File: config.mk
export PLATFORM = sky130hd
export DESIGN_NAME = alu_multiciclo
export DESIGN_NICKNAME = d
export VERILOG_FILES = /design/src/rtl/alu_pkg.sv /design/src/rtl/alu_mul_iter.sv /design/src/rtl/alu_multiciclo.sv
export SDC_FILE = /design/constraint.sdc
export NUM_CORES = 1
export LEC_CHECK = 0
export CAP_MARGIN = 20
export CORE_ASPECT_RATIO = 1.25
export CORE_MARGIN = 1.5
export CORE_UTILIZATION = 48
export DETAILED_ROUTE_END_ITERATION = 12
export GPL_TIMING_DRIVEN = 0
export PLACE_DENSITY = 0.7
export RECOVER_POWER = 25
export REMOVE_ABC_BUFFERS = 1
export SYNTH_ARGS = -nofsm -noshare
export SYNTH_HDL_FRONTEND = slang
export SYNTH_SLANG_ARGS = --single-unit
File: constraint.sdc
create_clock -name clk -period 5.11 [get_ports clk]
set_clock_uncertainty 0.15 [all_clocks]
set_input_delay 0.511 -clock clk [delete_from_list [all_inputs] [get_ports clk]]
set_output_delay 0.511 -clock clk [all_outputs]
set_load 0.005 [all_outputs]
File: src/rtl/alu_pkg.sv
// Shared definitions for the multi-cycle ALU: opcode encodings and FSM states.
package alu_pkg;

    // Operation codes presented on AluOp
    localparam logic [2:0] OP_AND = 3'b000;
    localparam logic [2:0] OP_OR  = 3'b001;
    localparam logic [2:0] OP_ADD = 3'b010;
    localparam logic [2:0] OP_XOR = 3'b011;
    localparam logic [2:0] OP_NOR = 3'b100;
    localparam logic [2:0] OP_MUL = 3'b101;
    localparam logic [2:0] OP_SUB = 3'b110;
    localparam logic [2:0] OP_SLT = 3'b111;

    // Control states: waiting for work, iterating a multiply, holding a result
    typedef enum logic [1:0] {
        IDLE = 2'b00,
        MUL  = 2'b01,
        DONE = 2'b10
    } state_t;

    // True when the opcode needs the iterative multiplier
    function automatic logic is_multicycle(input logic [2:0] op);
        return (op == OP_MUL);
    endfunction

endpackage

File: src/rtl/alu_mul_iter.sv
// Iterative shift-add multiplier: one multiplier bit per clock, WIDTH steps.
// 'done' pulses combinationally during the final step and 'product' shows
// the value being accumulated on that edge, so the caller can capture the
// finished product on the same edge the counter reaches zero.
module alu_mul_iter
    import alu_pkg::*;
#(
    parameter int WIDTH = 32
) (
    input  logic               clk,
    input  logic               rst,
    input  logic               start,
    input  logic [WIDTH-1:0]   multiplicand,
    input  logic [WIDTH-1:0]   multiplier,
    output logic               busy,
    output logic               done,
    output logic [2*WIDTH-1:0] product
);

    localparam int CW = $clog2(WIDTH + 1);

    logic [2*WIDTH-1:0] acc_reg;
    logic [2*WIDTH-1:0] acc_next;
    logic [2*WIDTH-1:0] mcand_reg;
    logic [WIDTH-1:0]   mplier_reg;
    logic [CW-1:0]      count_reg;
    logic               busy_reg;

    // Conditional add of the shifted multiplicand for the current multiplier bit
    always_comb begin
        acc_next = acc_reg;
        if (mplier_reg[0]) begin
            acc_next = acc_reg + mcand_reg;
        end
    end

    assign busy    = busy_reg;
    assign done    = busy_reg && (count_reg == CW'(1));
    assign product = acc_next;

    // Operand load on start, then one shift-add step per cycle until the count runs out
    always_ff @(posedge clk or posedge rst) begin
        if (rst) begin
            acc_reg    <= '0;
            mcand_reg  <= '0;
            mplier_reg <= '0;
            count_reg  <= '0;
            busy_reg   <= 1'b0;
        end else if (start) begin
            acc_reg    <= '0;
            mcand_reg  <= {{WIDTH{1'b0}}, multiplicand};
            mplier_reg <= multiplier;
            count_reg  <= CW'(WIDTH);
            busy_reg   <= 1'b1;
        end else if (busy_reg) begin
            acc_reg    <= acc_next;
            mcand_reg  <= {mcand_reg[2*WIDTH-2:0], 1'b0};
            mplier_reg <= {1'b0, mplier_reg[WIDTH-1:1]};
            count_reg  <= count_reg - CW'(1);
            if (count_reg == CW'(1)) begin
                busy_reg <= 1'b0;
            end
        end
    end

endmodule

File: src/rtl/alu_multiciclo.sv
// Multi-cycle ALU with valid/ready handshakes on both sides and a registered
// result. Single-cycle ops finish on the accept edge; MUL iterates WIDTH
// cycles in alu_mul_iter. One operation in flight at a time.
// Optional build macro ALU_FLAGS_EN adds the Cero/Acarreo/Desbordamiento flags.
module alu_multiciclo
    import alu_pkg::*;
#(
    parameter int WIDTH = 32
) (
    input  logic             clk,
    input  logic             rst,
    input  logic [WIDTH-1:0] Ope1,
    input  logic [WIDTH-1:0] Ope2,
    input  logic [2:0]       AluOp,
    input  logic             InValido,
    output logic             InListo,
    output logic [WIDTH-1:0] Resultado,
    output logic             OutValido,
`ifdef ALU_FLAGS_EN
    output logic             Cero,
    output logic             Acarreo,
    output logic             Desbordamiento,
`endif
    input  logic             OutListo
);

    state_t state_reg;
    state_t state_next;

    logic               accept;
    logic               mul_start;
    logic               mul_busy;
    logic               mul_done;
    logic [2*WIDTH-1:0] mul_product;

    logic [WIDTH-1:0]   and_v;
    logic [WIDTH-1:0]   or_v;
    logic [WIDTH-1:0]   xor_v;
    logic [WIDTH-1:0]   nor_v;
    logic [WIDTH:0]     add_ext;
    logic [WIDTH:0]     sub_ext;
    logic [WIDTH-1:0]   op_result;
    logic [WIDTH-1:0]   result_reg;

    assign InListo   = (state_reg == IDLE);
    assign OutValido = (state_reg == DONE);
    assign Resultado = result_reg;

    assign accept    = InValido && InListo;
    assign mul_start = accept && is_multicycle(AluOp);

    // Per-bit logic slice
    genvar gi;
    generate
        for (gi = 0; gi < WIDTH; gi++) begin : g_bitwise
            assign and_v[gi] = Ope1[gi] & Ope2[gi];
            assign or_v[gi]  = Ope1[gi] | Ope2[gi];
            assign xor_v[gi] = Ope1[gi] ^ Ope2[gi];
            assign nor_v[gi] = ~(Ope1[gi] | Ope2[gi]);
        end
    endgenerate

    // One extra bit keeps the carry-out of ADD and the borrow of SUB
    assign add_ext = {1'b0, Ope1} + {1'b0, Ope2};
    assign sub_ext = {1'b0, Ope1} - {1'b0, Ope2};

    // Single-cycle result mux; the borrow bit doubles as the unsigned less-than
    always_comb begin
        op_result = '0;
        case (AluOp)
            OP_AND:  op_result = and_v;
            OP_OR:   op_result = or_v;
            OP_ADD:  op_result = add_ext[WIDTH-1:0];
            OP_XOR:  op_result = xor_v;
            OP_NOR:  op_result = nor_v;
            OP_SUB:  op_result = sub_ext[WIDTH-1:0];
            OP_SLT:  op_result = {{(WIDTH-1){1'b0}}, sub_ext[WIDTH]};
            default: op_result = '0;
        endcase
    end

    alu_mul_iter #(
        .WIDTH(WIDTH)
    ) u_mul (
        .clk          (clk),
        .rst          (rst),
        .start        (mul_start),
        .multiplicand (Ope1),
        .multiplier   (Ope2),
        .busy         (mul_busy),
        .done         (mul_done),
        .product      (mul_product)
    );

    // State register
    always_ff @(posedge clk or posedge rst) begin
        if (rst) begin
            state_reg <= IDLE;
        end else begin
            state_reg <= state_next;
        end
    end

    // Next-state logic; handoff in DONE returns to IDLE so no accept overlaps it
    always_comb begin
        state_next = state_reg;
        case (state_reg)
            IDLE: begin
                if (InValido) begin
                    state_next = is_multicycle(AluOp) ? MUL : DONE;
                end
            end
            MUL: begin
                if (mul_done && mul_busy) begin
                    state_next = DONE;
                end
            end
            DONE: begin
                if (OutListo) begin
                    state_next = IDLE;
                end
            end
            default: state_next = IDLE;
        endcase
    end

    // Result register: written on a single-cycle accept or on the final multiply step
    always_ff @(posedge clk or posedge rst) begin
        if (rst) begin
            result_reg <= '0;
        end else if (accept && !is_multicycle(AluOp)) begin
            result_reg <= op_result;
        end else if ((state_reg == MUL) && mul_done) begin
            result_reg <= mul_product[WIDTH-1:0];
        end
    end

`ifdef ALU_FLAGS_EN
    logic op_carry;
    logic op_ovf;
    logic cero_reg;
    logic acarreo_reg;
    logic desb_reg;

    assign Cero           = cero_reg;
    assign Acarreo        = acarreo_reg;
    assign Desbordamiento = desb_reg;

    // Carry/borrow and signed overflow for the single-cycle arithmetic ops
    always_comb begin
        op_carry = 1'b0;
        op_ovf   = 1'b0;
        case (AluOp)
            OP_ADD: begin
                op_carry = add_ext[WIDTH];
                op_ovf   = (Ope1[WIDTH-1] == Ope2[WIDTH-1]) &&
                           (add_ext[WIDTH-1] != Ope1[WIDTH-1]);
            end
            OP_SUB: begin
                op_carry = sub_ext[WIDTH];
                op_ovf   = (Ope1[WIDTH-1] != Ope2[WIDTH-1]) &&
                           (sub_ext[WIDTH-1] != Ope1[WIDTH-1]);
            end
            default: begin
                op_carry = 1'b0;
                op_ovf   = 1'b0;
            end
        endcase
    end

    // Flag registers track the result register write for write
    always_ff @(posedge clk or posedge rst) begin
        if (rst) begin
            cero_reg    <= 1'b0;
            acarreo_reg <= 1'b0;
            desb_reg    <= 1'b0;
        end else if (accept && !is_multicycle(AluOp)) begin
            cero_reg    <= (op_result == '0);
            acarreo_reg <= op_carry;
            desb_reg    <= op_ovf;
        end else if ((state_reg == MUL) && mul_done) begin
            cero_reg    <= (mul_product[WIDTH-1:0] == '0);
            acarreo_reg <= 1'b0;
            desb_reg    <= (mul_product[2*WIDTH-1:WIDTH] != '0);
        end
    end
`endif

endmodule
Yosys cells after proc, flatten, opt, wreduce, memory -nomap -nowiden
Index checks and enable logic that the tools add are counted.

cells by class
  add/sub/neg operators = 4
  bitwise logic cells = 128
  multiplexer cells = 20
  eq/ne operators = 13
  reduce and logical (&&, ||, !) cells = 14

operator list
  cell                                              number
  two-way mux 64 bit                                5
  case mux 32 bit (7 select lines)                  1
  two-way mux 32 bit                                4
  adder 64 bit                                      1
  subtractor 32 x 32 -> 33 bit                      1
  adder 32 bit                                      1
  AND 1 bit                                         32
  inverter 1 bit                                    32
  bitwise OR 1 bit                                  32
  XOR 1 bit                                         32
  == test 3 bit, second input constant              4
  two-way mux 6 bit                                 2
  two-way mux 2 bit                                 4
  == test 3 x 2 -> 1 bit, second input constant     2
  == test 6 x 1 -> 1 bit, second input constant     1
  logical AND 1 bit                                 6
  case mux 2 bit (3 select lines)                   1
  nonzero test 2 bit                                3
  subtractor 6 x 1 -> 6 bit, second input constant  1
  != test 2 bit, second input constant              2
  == test 3 x 1 -> 1 bit, second input constant     1
  logical NOT 3 bit                                 1
  two-way mux 1 bit                                 3
  AND reduction 3 bit                               1
  6 further kinds                                   6

word-level totals
  output and inout bits = 34
  logic and storage cells = 187
  flip-flop bits (word level) = 201

Longest topological paths before layout
Gate-level depths: netlist of the first run.

  depth in word-level cells = 5
  mapped depth = 13
  gate-level depth less buffers = 13

By module
Synthesis of the first run repeated with hierarchy kept, for this count alone.

second synthesis, totals
  cell total of the unflattened synthesis = 2413
  area total of the unflattened synthesis = 19297.3 um^2

modules (own cells, without submodules)
  module          area an instance (um^2)  instances  cells each
  alu_mul_iter    12290.5                  1          1422
  alu_multiciclo  7006.7                   1          991

Worst setup path after synthesis of the first run
Ideal clock, no wire load.

  kind = input to register
  from = in Ope1[0]
  to = reg result_reg[12], in the netlist Resultado[12]
  required time = 4.816 ns
  setup slack = 1.875 ns
  stages = 13
  arrival = 2.942 ns
  setup time = 0.144 ns
  cell sequence = inv_1 -> ha_1 -> fa_1 -> nor2_1 -> o221ai_1 -> a221oi_2 -> nor2_1 -> o21bai_1 -> a21oi_1 -> o21ba_2 -> a221o_1 -> a222oi_1 -> o221ai_1

on the way
  longest elaborated chain between the ends = 3
  elaborated cells on any way between the ends = 4

ends and longest elaborated chain
  what                                                                 line                                        source
  from (decl)                                                          alu_multiciclo.sv:12                        input logic [WIDTH-1:0] Ope1,
  subtractor 32 x 32 -> 33 bit / adder 32 bit (equally long branches)  alu_multiciclo.sv:65, alu_multiciclo.sv:64
  case mux 32 bit (7 select lines) (*)                                 alu_multiciclo.sv:70                        case (AluOp)
  two-way mux 32 bit (*)                                               alu_multiciclo.sv:131                       end else if (accept && !is_multicycle(AluOp)) begin
  to (signal assigned)                                                 alu_multiciclo.sv:132                       result_reg <= op_result;
  to (signal assigned)                                                 alu_multiciclo.sv:134                       result_reg <= mul_product[WIDTH-1:0];
  to (decl)                                                            alu_multiciclo.sv:43                        logic [WIDTH-1:0] result_reg;

Mark *: on every way between the ends. The rest lies on a longest branch, timed or not.
A chain may end at the register's enable or synchronous reset.

Worst setup path in the final report of the first run
  from = in Ope1[2]
  to = reg result_reg[20], in the netlist Resultado[20]

The elaborated chain is that of the path after synthesis.

==> results of run 1 <==
==> metrics by stage <==
step	instance area [sq um]	setup TNS (ns)
2_1_floorplan	12760	-23.10
3_3_place_gp	14240	-697.07
3_5_place_dp	14570	0
4_1_cts	15140	0
5_1_grt	15150	0
6_report	15150	0
==> layout make-up <==
type	count	area (sq um)
multi-input cells	1317	8964
flip-flops and latches	137	3433
repair buffers	121	1355
inverters	106	399.1
well taps	345	431.7
clock buffers	22	444.2
fillers	2508	11840
clock inverters	10	127.6
==> worst min-delay path: stages (launching register included) <==
cell and delay (ns):
dfrtp_1 0.37, nand2_1 0.06, o221ai_1 0.06
==> logic make-up after synthesis <==
family,after synthesis
xor+xnor,43
fa+ha+maj,144
compound gates,574
buf+inv,220
mux,89
simple gates,467
flops,137
==> Yosys cell counts (all sizes together) (4+ instances only) <==
library cell	number	share of area, %
clkbuf	89	2.5
a31oi	15	0.76
o21ai	154	5.9
nand4	4	0.19
nand3b	6	0.34
xor2	10	0.66
a221o	14	1.1
o221ai	28	1.9
buf	25	0.96
a22oi	7	0.40
and3	11	0.52
nor2	140	4.0
nand2b	9	0.43
o21bai	18	1.1
nand2	194	5.5
dfrtp	137	26
a31o	8	0.53
or2	8	0.38
a222oi	4	0.30
and2	8	0.38
a211oi	49	3.0
nor2b	16	0.76
o31ai	7	0.47
a311oi	4	0.26
o31a	4	0.26
nor3	21	0.83
o211ai	22	1.2
ha	141	13
xnor2	33	2.2
inv	106	3.0
or3	9	0.43
a21oi	149	5.8
nor4	7	0.33
a21o	21	1.2
mux2i	86	6.5
a221oi	7	0.56
o21a	7	0.40
o22ai	14	0.66
a21boi	5	0.28
a32oi	4	0.26
o311ai	6	0.40
nand3	26	0.98
==> where the power goes <==
group	total (W)	internal, W	switching (W)
registers	0.00203	0.00152	0.000509
clock network	0.00127	0.000762	0.000512
logic	0.00331	0.00151	0.00180
==> layer usage <==
metal  routed length [um]  global-route usage, %  vias to the layer above  share of wire, %
li1                     -                      -                     6067                 -
met1                17800                  38.55                     6145                42
met2                20600                  50.02                      481                48
met3                 2523                  4.116                      122               5.9
met4                 1857                  14.71                        0               4.3
met5                    0                      0                        -                 0
==> worst paths after layout <==
| check | startpoint | end | slack (ns) |
|---|---|---|---|
| max | Ope1[2] | Resultado[20]$_DFFE_PP0P_ | 0.83 |
| min | Resultado[7]$_DFFE_PP0P_ | Resultado[7]$_DFFE_PP0P_ | 0.39 |
| max reg2reg | u_mul.mcand_reg[0]$_DFFE_PP0P_ | Resultado[24]$_DFFE_PP0P_ | 1.11 |
| min reg2reg | Resultado[7]$_DFFE_PP0P_ | Resultado[7]$_DFFE_PP0P_ | 0.39 |
| max in group asynchronous | rst | u_mul.busy$_DFF_PP0_ | 1.79 |
| min in group asynchronous | rst | u_mul.mplier_reg[6]$_DFFE_PP0P_ | 1.26 |
==> metrics.yaml, run 1 <==
die_x_um: 151.5
grt_setup_unrepaired: "no"
ios: 105
slowest_delay_ns: 0.91
final_cell_mix: "nand2_1, o21ai_0, a21oi_1"
design.core.area_sq_mm: 0.02699
ys_types: 85
drv_slew: 65
synth_top_family_by_area: "compound AO/OA/AOI/OAI gates"
antenna_found_initial: 0
syn_inst: 1674
cts_tree: "done"
hold_ws_ns: 0.3852
post_cts_buffers: 0
synth_xor_area_share_pct: 2.848
num_vias: 12820
period_share_pct: 83.80
avgSynthCellArea_sq_um: 7.900
max_freq_mhz: 233.5
antenna_left: 0
cts_resized: 0
drive_above_1_share_pct: 5.371
post-route-util_pct: 56.14
synth_adder_area_share_pct: 13.79
dieArea_sq_mm: 0.02856
io_buffers: 104
violations: "capacitance limit, slew limit"
areaGrowthSynthToFinish_pct: 14.59
routedWlPerCell_um: 20.79
synth-compound-area-share_pct: 28.64
drc: 0
cp_top_family: "compound AO/OA/AOI/OAI gates"
fin_nets: 1915
wirelength_mm: 42.78
critPathRequiredTime_ns: 5.28
cp_cell_sequence: "clkdlybuf4s50_1 > inv_1 > ha_1 > nor2b_1 > o21bai_1 > o2bb2ai_1 > o21ai_1 > a211oi_1 > xnor2_1 > a21oi_1 > o21ai_0 > a221o_1"
ys_ff_latch: 137
synthFlopType: "dfrtp_1"
track_usage_pct: 30.30
antenna_cells: 0
fin_cells: 2058
path_depth: 12
cts_sinks: 137
overflow: 0
die_h_um: 188.6
grt_pass1_vias: 12380
synth_edf_count: 0
path_max_fanout: 8
drv_cap: 1
synth_simple_gate_area_share_pct: 15.53
syn_area_sq_mm: 0.01323
power-per-cell-area_mw_per_mm2: 436.4
seq_area_frac_synth_pct: 25.92
rows: 67
power.leakage_nw: 6.885
critPathCaptureType: "register"
crit_arrival_ns: 4.45
cts_made_buffers: 17
clk_latency_ns: 0.44
setup_violations: 0
cp-start-kind: "input pin"
dp.cells: 2025
worst_slack_ns: 0.8279
relSlewSlack_pct: -108.9
clk_pin_slew_ns: 0.06
place_congestion: 0.8953
period_needed_ns: 4.282
worstHoldPathType: "register to register"
worstMarginPinSlew_ns: 3.117
cts_hold_buf: 0
status: "finished, violations left"
slowest_stage: "a211oi_1"
root_buffer: "clkbuf_16"
drt_iter0_markers: 1267
hold_viol: 0
hold_depth: 2
post-dp-hpwl_mm: 31.02
start_util_pct: 48.99
finalPower_w: 0.006613
clockBufferDepth: 2
grt_max_degree: 83
synth_mux_area_share_pct: 6.764
grt_pass1_wl_mm: 67.14
async_reset_ff_share_pct: 100.0
ys_warn_count: 0
cp.buffers_inverters: 2
vias_per_cell: 6.227
layout_commonest_cell: "nand2_1"
worstSetupPathType: "input pin to register"
ff2ff_path_depth: 12
place_ws_ns: 0.4865
dr.pass1.iters: 7
htreeDepth: 4
vdd_drop_max_mv: 0.2706
(Power assumes the default switching activity.)
==> run 2, diff against run 1 <==
clock period = 4.4 ns   (was 5.11 ns; I/O delays follow)
==> run 2 against run 1 <==
The flow still finishes with violations (capacitance limit, slew limit). Die area did not move. Non-clock buffer count unchanged. Utilization is essentially flat. Setup slack lost 0.71 ns. Design area about the same. Global-route usage unchanged. First-iteration DRC count hardly changed. Final cell count is the same. Hold slack improved by 0.0043 ns. Critical endpoint unchanged.
==> metrics.yaml, run 2 (synthesis gave the netlist of run 1 again) <==
place_ws_ns: -0.1525
rows: 67
clk_pin_slew_ns: 0.06
cts_hold_buf: 0
period_needed_ns: 4.281
htreeDepth: 4
fin_nets: 1915
dieArea_sq_mm: 0.02856
max_freq_mhz: 233.6
track_usage_pct: 30.30
multi_input_area_sq_mm: 0.008964
ios: 105
crit_arrival_ns: 4.45
grt_max_degree: 83
fillers: 2509
path_max_fanout: 8
start_util_pct: 48.99
vdd_drop_max_mv: 0.3141
grt_setup_unrepaired: "no"
hold_viol: 0
worstHoldPathType: "register to register"
p_seq_share_pct: 30.6
antenna_found_initial: 0
fin_area_sq_mm: 0.01515
antenna_left: 0
drv_cap: 1
grt_pass1_vias: 12380
cts_made_buffers: 17
critPathCaptureType: "register"
worst_slack_ns: 0.1194
drc: 0
dpl_cell_area_sq_mm: 0.01457
cp-start-kind: "input pin"
cts_resized: 0
place_congestion: 0.8953
net-switching-power_w: 0.003282
vias_per_cell: 6.235
antenna_cells: 0
drt_iter0_markers: 1266
setup_violations: 0
overflow: 0
clkPwrFrac_pct: 19.3
clockBufferDepth: 2
die_h_um: 188.6
drive_above_1_share_pct: 5.312
power_frac_comb_pct: 50.1
cts_tree: "done"
post-dp-hpwl_mm: 31.02
critPathRequiredTime_ns: 4.56
worstSetupPathType: "input pin to register"
period_share_pct: 97.29
die_x_um: 151.5
cts_sinks: 137
power-per-cell-area_mw_per_mm2: 507.0
root_buffer: "clkbuf_16"
relSlewSlack_pct: -79.18
violations: "capacitance limit, slew limit"
switching_share_pct: 42.72
grt_pass1_wl_mm: 67.14
final_cell_mix: "nand2_1, o21ai_0, a21oi_1"
num_vias: 12830
intPower_w: 0.004401
design.core.area_sq_mm: 0.02699
routedWlPerCell_um: 20.76
io_buffers: 104
seqCellArea_sq_mm: 0.003433
layout_commonest_cell: "nand2_1"
drv_slew: 65
wirelength_mm: 42.72
areaGrowthSynthToFinish_pct: 14.58
post_cts_buffers: 0
status: "finished, violations left"
dr.pass1.iters: 8
power.leakage_nw: 6.890
clk_latency_ns: 0.44
worstMarginPinSlew_ns: 2.688
==> run 2: power by group through the flow <==
stage,logic [W],clock network [W],registers (W)
after detailed placement,0.00377,0,0.00236
after global placement,0.00368,0,0.00243
after CTS,0.00381,0.00149,0.00234
final,0.00385,0.00148,0.00235
after global routing,0.00426,0.00155,0.00241
after floorplan,0.00276,0,0.00222
==> run 2: worst max-delay path, stage by stage <==
cell,delay (ns)
clkdlybuf4s50_1,0.56
inv_1,0.07
ha_1,0.42
nor2b_1,0.20
o21bai_1,0.36
o2bb2ai_1,0.27
o21ai_1,0.31
a211oi_1,0.93
xnor2_1,0.17
a21oi_1,0.17
o21ai_0,0.18
a221o_1,0.37
==> run 2: worst paths after layout <==
kind	from	end	slack [ns]	cells past startpoint
min in group asynchronous	rst	u_mul.mplier_reg[6]$_DFFE_PP0P_	1.23	2
hold reg to reg	Resultado[7]$_DFFE_PP0P_	Resultado[7]$_DFFE_PP0P_	0.39	2
hold / removal	Resultado[7]$_DFFE_PP0P_	Resultado[7]$_DFFE_PP0P_	0.39	2
setup reg to reg	u_mul.mcand_reg[0]$_DFFE_PP0P_	Resultado[24]$_DFFE_PP0P_	0.39	12
max in group asynchronous	rst	u_mul.busy$_DFF_PP0_	0.91	2
setup / recovery	Ope1[2]	Resultado[20]$_DFFE_PP0P_	0.12	12
==> run 2: area by class of cell <==
type / instances / share of cell area, %
sequential: 137 / 22.66
tap: 345 / 2.849
inverter: 106 / 2.626
clock buffer: 22 / 2.931
multi-input combinational: 1317 / 59.15
timing repair buffer: 121 / 8.942
clock inverter: 10 / 0.8422
==> run 2: layer usage <==
| layer | global-route usage [%] | vias up | routed length (um) |
|---|---|---|---|
| met5 | 0 | - | 0 |
| met4 | 14.71 | 0 | 1802 |
| met3 | 4.116 | 116 | 2632 |
| met2 | 50.02 | 521 | 20560 |
| met1 | 38.55 | 6129 | 17720 |
| li1 | - | 6065 | - |
==> run 2: per-stage QoR <==
stage / setup TNS, ns / instances / hold WS (ns) / util [%] / total power, W
global placement: -874.72 / 2009 / 0.3503 / 52.74 / 0.006113
global route: 0 / 2058 / 0.4097 / 56.14 / 0.008228
floorplan: -42.28 / 1560 / 0.3299 / - / 0.004983
finish: 0 / 2058 / 0.3895 / 56.14 / 0.007683
detailed placement: -0.4037 / 2025 / 0.3767 / 53.98 / 0.006132
CTS: 0 / 2057 / 0.3468 / 56.10 / 0.007640
